$ cat src/rtl/lfsr_capture_controller.sv
// Purpose : turns a raw pushbutton (plus optional periodic auto-capture) into
//           single-cycle write-enable pulses for the LFSR display register.
// Latency : press -> o_we high in the cycle after edge k+SYNC_STAGES+DEBOUNCE_CYCLES.
// Backpressure: none; i_freeze blocks new captures (a committed CAPTURE still fires).
//
// Ports:
//   clk, rst_n        rising-edge clock, asynchronous active-low reset
//   i_btn_write       raw pushbutton, asynchronous to clk
//   i_auto_en         enable periodic auto-capture
//   i_freeze          block new captures and clear the auto period counter
//   o_we              one-cycle write enable to the PIPO register
//   o_busy            FSM not idle
//   o_state           FSM state (debug)
//   o_capture_count   number of o_we pulses issued, wraps
module lfsr_capture_controller #(
    parameter int SYNC_STAGES        = 2,
    parameter int DEBOUNCE_CYCLES    = 4,
    parameter int AUTO_PERIOD_CYCLES = 8,
    parameter int COUNT_WIDTH        = 8
) (
    input  logic                   clk,
    input  logic                   rst_n,
    input  logic                   i_btn_write,
    input  logic                   i_auto_en,
    input  logic                   i_freeze,
    output logic                   o_we,
    output logic                   o_busy,
    output logic [1:0]             o_state,
    output logic [COUNT_WIDTH-1:0] o_capture_count
);

    localparam int DB_W  = (DEBOUNCE_CYCLES > 1) ? $clog2(DEBOUNCE_CYCLES) : 1;
    localparam int PER_W = (AUTO_PERIOD_CYCLES > 1) ? $clog2(AUTO_PERIOD_CYCLES) : 1;

    localparam logic [DB_W-1:0]  DB_LAST  = DB_W'(DEBOUNCE_CYCLES - 1);
    localparam logic [PER_W-1:0] PER_LAST = PER_W'(AUTO_PERIOD_CYCLES - 1);

    typedef enum logic [1:0] {
        IDLE     = 2'b00,
        DEBOUNCE = 2'b01,
        CAPTURE  = 2'b10,
        RELEASE  = 2'b11
    } state_t;

    state_t                 state;
    logic [SYNC_STAGES-1:0] sync_q;
    logic [DB_W-1:0]        db_cnt;
    logic [PER_W-1:0]       per_cnt;
    logic                   btn_s;
    logic                   auto_fire;
    logic                   capture_go;

    // Button synchronizer: shift in at bit 0, use the oldest stage.
    always_ff @(posedge clk or negedge rst_n) begin
        if (!rst_n) begin
            sync_q <= '0;
        end else begin
            sync_q <= {sync_q[SYNC_STAGES-2:0], i_btn_write};
        end
    end

    assign btn_s = sync_q[SYNC_STAGES-1];

    // Auto pulses can only start from IDLE, so they never abut a button pulse.
    assign auto_fire  = (state == IDLE) && i_auto_en && !i_freeze && (per_cnt == PER_LAST);

    // Last debounce cycle with the button still held: next state is CAPTURE.
    assign capture_go = (state == DEBOUNCE) && btn_s && !i_freeze && (db_cnt == DB_LAST);

    always_ff @(posedge clk or negedge rst_n) begin
        if (!rst_n) begin
            state           <= IDLE;
            db_cnt          <= '0;
            per_cnt         <= '0;
            o_we            <= 1'b0;
            o_capture_count <= '0;
        end else begin
            // o_we is registered alongside the state so it is high exactly
            // while state==CAPTURE, or for the cycle after an auto terminal count.
            o_we            <= capture_go | auto_fire;
            o_capture_count <= o_capture_count + COUNT_WIDTH'(capture_go | auto_fire);

            // Period counter holds (not clears) while a button capture is in flight.
            if (!i_auto_en || i_freeze) begin
                per_cnt <= '0;
            end else if (state == IDLE) begin
                per_cnt <= (per_cnt == PER_LAST) ? '0 : per_cnt + 1'b1;
            end

            case (state)
                IDLE: begin
                    if (btn_s && !i_freeze) begin
                        state  <= DEBOUNCE;
                        db_cnt <= '0;
                    end
                end
                DEBOUNCE: begin
                    if (!btn_s || i_freeze) begin
                        state <= IDLE;
                    end else if (db_cnt == DB_LAST) begin
                        state <= CAPTURE;
                    end else begin
                        db_cnt <= db_cnt + 1'b1;
                    end
                end
                CAPTURE: begin
                    state  <= RELEASE;
                    db_cnt <= '0;
                end
                RELEASE: begin
                    // Any bounce back to 1 restarts the release window.
                    if (btn_s) begin
                        db_cnt <= '0;
                    end else if (db_cnt == DB_LAST) begin
                        state <= IDLE;
                    end else begin
                        db_cnt <= db_cnt + 1'b1;
                    end
                end
                default: state <= IDLE;
            endcase
        end
    end

    assign o_busy  = (state != IDLE);
    assign o_state = state;

endmodule
$ cat config.mk
export PLATFORM = sky130hd
export DESIGN_NAME = lfsr_capture_controller
export DESIGN_NICKNAME = d
export VERILOG_FILES = /design/src/rtl/lfsr_capture_controller.sv
export SDC_FILE = /design/constraint.sdc
export NUM_CORES = 1
export LEC_CHECK = 0
export ABC_CLOCK_PERIOD_IN_PS = 1900
export CORE_MARGIN = 2
export CORE_UTILIZATION = 48
export CTS_CLUSTER_SIZE = 20
export DETAILED_ROUTE_END_ITERATION = 12
export PLACE_DENSITY = 0.72
export SYNTH_ARGS = -nofsm -noshare
export SYNTH_HDL_FRONTEND = slang
export SYNTH_SLANG_ARGS = --single-unit
$ cat constraint.sdc
create_clock -name clk -period 1.9 [get_ports clk]
set_input_delay 0.475 -clock clk [delete_from_list [all_inputs] [get_ports clk]]
set_output_delay 0.475 -clock clk [all_outputs]
set_load 0.01 [all_outputs]
==> metrics.yaml <==
hold_slack_ps: 365
dpl.cell_count: 101
total_power_mw: 1.14
antenna_found_initial: 0
clkTransAtPathRegs_ps: 100
relSlewSlack_pct: 82.5
syn_to_final_growth_pct: 37.8
r2r_start: "per_cnt[0]"
outcome: "completed"
fin_skew_ps: 0.726
fmax_ghz: 0.548
synthDistinctLibCells: 25
core.rowCount: 14
drv_cap: 0
drt-total-wl_mm: 1.50
syn_area_um2: 788
antenna_left: 0
numCtsBuffers: 3
cp_slowest_cell: "clkdlybuf4s50_1"
hp-start: "sync_q[0]"
mostFrequentLayoutCells: "16 x dfrtp_1, 15 x clkdlybuf4s50_1, 10 x buf_4, 7 x nand3_1, 7 x nand2_1"
pwr-share-comb_pct: 33.9
fin_nets: 106
tritoncts: "yes"
cts_htree_levels: 1
cp_top_family: "buffers and inverters"
async_reset_ff_share_pct: 100
internal-power_mw: 0.781
stdcell_area_um2: 1090
synthSimpleGateAreaFrac_pct: 17.6
cp_data_arrival_time_ps: 1350
post_drt_wl_per_cell_um: 13.4
yosysTopAreaCell: "dfrtp_1"
setup_ws_ps: 74.6
holdCritPathClass: "flop to flop"
power.switching_mw: 0.362
place.detailed.hpwl_mm: 1.07
synth_compound_area_share_pct: 9.37
critPathLaunchType: "flop"
gp_congestion: 0.798
chipHeight_um: 44.5
p_sw_share_pct: 31.7
track_usage_pct: 19.0
synthCells: 67
first_global_vias: 613
synth_fp_nets: 76
layout_commonest_cell: "dfrtp_1"
drive_gt1_share_pct: 26.0
vias: 606
setup_tns_ps: 0
cp_cell_sequence: "buf_4, clkdlybuf4s50_1"
path_class: "flop to primary output"
cts_sinks: 18
synth_top_area_share_pct: 57.1
endpoint_kind: "primary output"
synth-seq-area-share_pct: 57.1
dieWidth_um: 44.5
drc: 0
synth_edf_count: 0
insertion_delay_ps: 290
path_buf_inv: 2
synth_top_family_by_area: "simple AND/OR/NAND/NOR gates"
pre_cts_ws_ps: -318
port-buffer-count: 16
synthMuxAreaShare_pct: 0
fin_cells: 112
first_pass_iters: 4
vias_per_cell: 5.41
required_ps: 1420
drtIter0Drc: 8
drv_slew: 0
synthAdderAreaFrac_pct: 6.35
setup_viol: 0
grt_max_degree: 19
min_period_ps: 1830
antenna_cells: 0
crit_fanout: 3
finish.utilization_pct: 71.3
tightest_slew_ps: 263
cts-root-buf: "clkbuf_4"
syn_area_per_cell_um2: 11.8
synthFlopType: "dfrtp_1"
postCtsHoldBufs: 0
p_leak_nw: 0.503
finalHoldViolations: 0
seq_power_share_pct: 45.1
synth.area.top_cells: "dfrtp_1 57%, ha_1 6.3%, xnor2_1 5.6%"
dpl_cell_area_um2: 980
slowest_delay_ps: 470
pwr-share-clk_pct: 21.0
start_util_pct: 51.7
grt_first_pass_wirelength_mm: 2.68
yosysWarningCount: 0
vdd_ir_drop_max_mv: 0.719
core-area_um2: 1520
grt-ovfl-total: 0
cts.path.max_buffers: 2
fp.dieArea_um2: 1980
pin_count: 17
powerDensity_nw_per_um2: 1050
synthXorXnorAreaFrac_pct: 6.67
fin_crit_sh_pct: 96.1
ys_ff_latch: 18
rsz0062_at_grt: "yes"
power by group through the flow:
stage / Clock, mW / Sequential (mW) / Combinational, mW
global route: 0.255 / 0.527 / 0.429
global placement: 0 / 0.544 / 0.295
finish: 0.240 / 0.516 / 0.387
floorplan: 0 / 0.529 / 0.189
CTS: 0.239 / 0.516 / 0.391
detailed placement: 0 / 0.547 / 0.307
cell usage after synthesis (all sizes together), types with 2 or more instances:
| master | count |
|---|---|
| dfrtp | 18 |
| nand2 | 7 |
| nand3 | 7 |
| xnor2 | 5 |
| ha | 4 |
| a21oi | 3 |
| inv | 3 |
| nor2 | 3 |
| and3 | 2 |
| o21ai | 2 |
| or3 | 2 |
registers in the layout, indices dropped and copies added (netlist names), named ones only:
register         cells
o_we                 1
o_capture_count      8
o_state              1
sync_q               2
per_cnt              3
db_cnt               2
final timing paths:
kind | to | slack [ps] | depth (start not counted)
max in group asynchronous | o_state[0] | 1200 | 2
setup / recovery | o_state[1] | 70 | 2
hold reg to reg | sync_q[1] | 360 | 0
setup reg to reg | o_capture_count[3] | 100 | 9
hold / removal | sync_q[1] | 360 | 0
min in group asynchronous | o_capture_count[7] | 490 | 2
worst reg2reg max path, cell delays in order, from the launching register on:
cell and delay [ps]:
dfrtp_1 370, ha_1 160, ha_2 190, nand3_1 90
a211oi_2 230, ha_2 250, buf_4 110, buf_4 90
nand3_1 90, xnor2_1 140
kinds of logic (layout without fill, tap and decap cells):
family,Yosys count,after routing
compound gates,10,10
xor+xnor,6,6
fa+ha+maj,4,4
buf+inv,4,33
flops,18,18
simple gates,25,25
repair_timing:
action                     CTS  global route
setup endpoints to repair    6             5
gates resized for setup      4             3
pin swaps                    1             2
buffers inserted             5             2
layout make-up:
| cell class | instances | area, um^2 |
|---|---|---|
| repair buffers | 26 | 238 |
| fillers | 125 | 438 |
| clock buffers | 4 | 36.3 |
| flip-flops and latches | 18 | 453 |
| inverters | 3 | 11.3 |
| well taps | 16 | 20.0 |
| multi-input cells | 45 | 328 |
metal layers:
layer	vias up	GRT usage, %	routed length [um]
li1	295	-	-
met1	292	26.3	705
met2	15	28.4	696
met3	4	2.45	62
met4	0	10.9	36
met5	-	0	0
(Power assumes the default switching activity.)
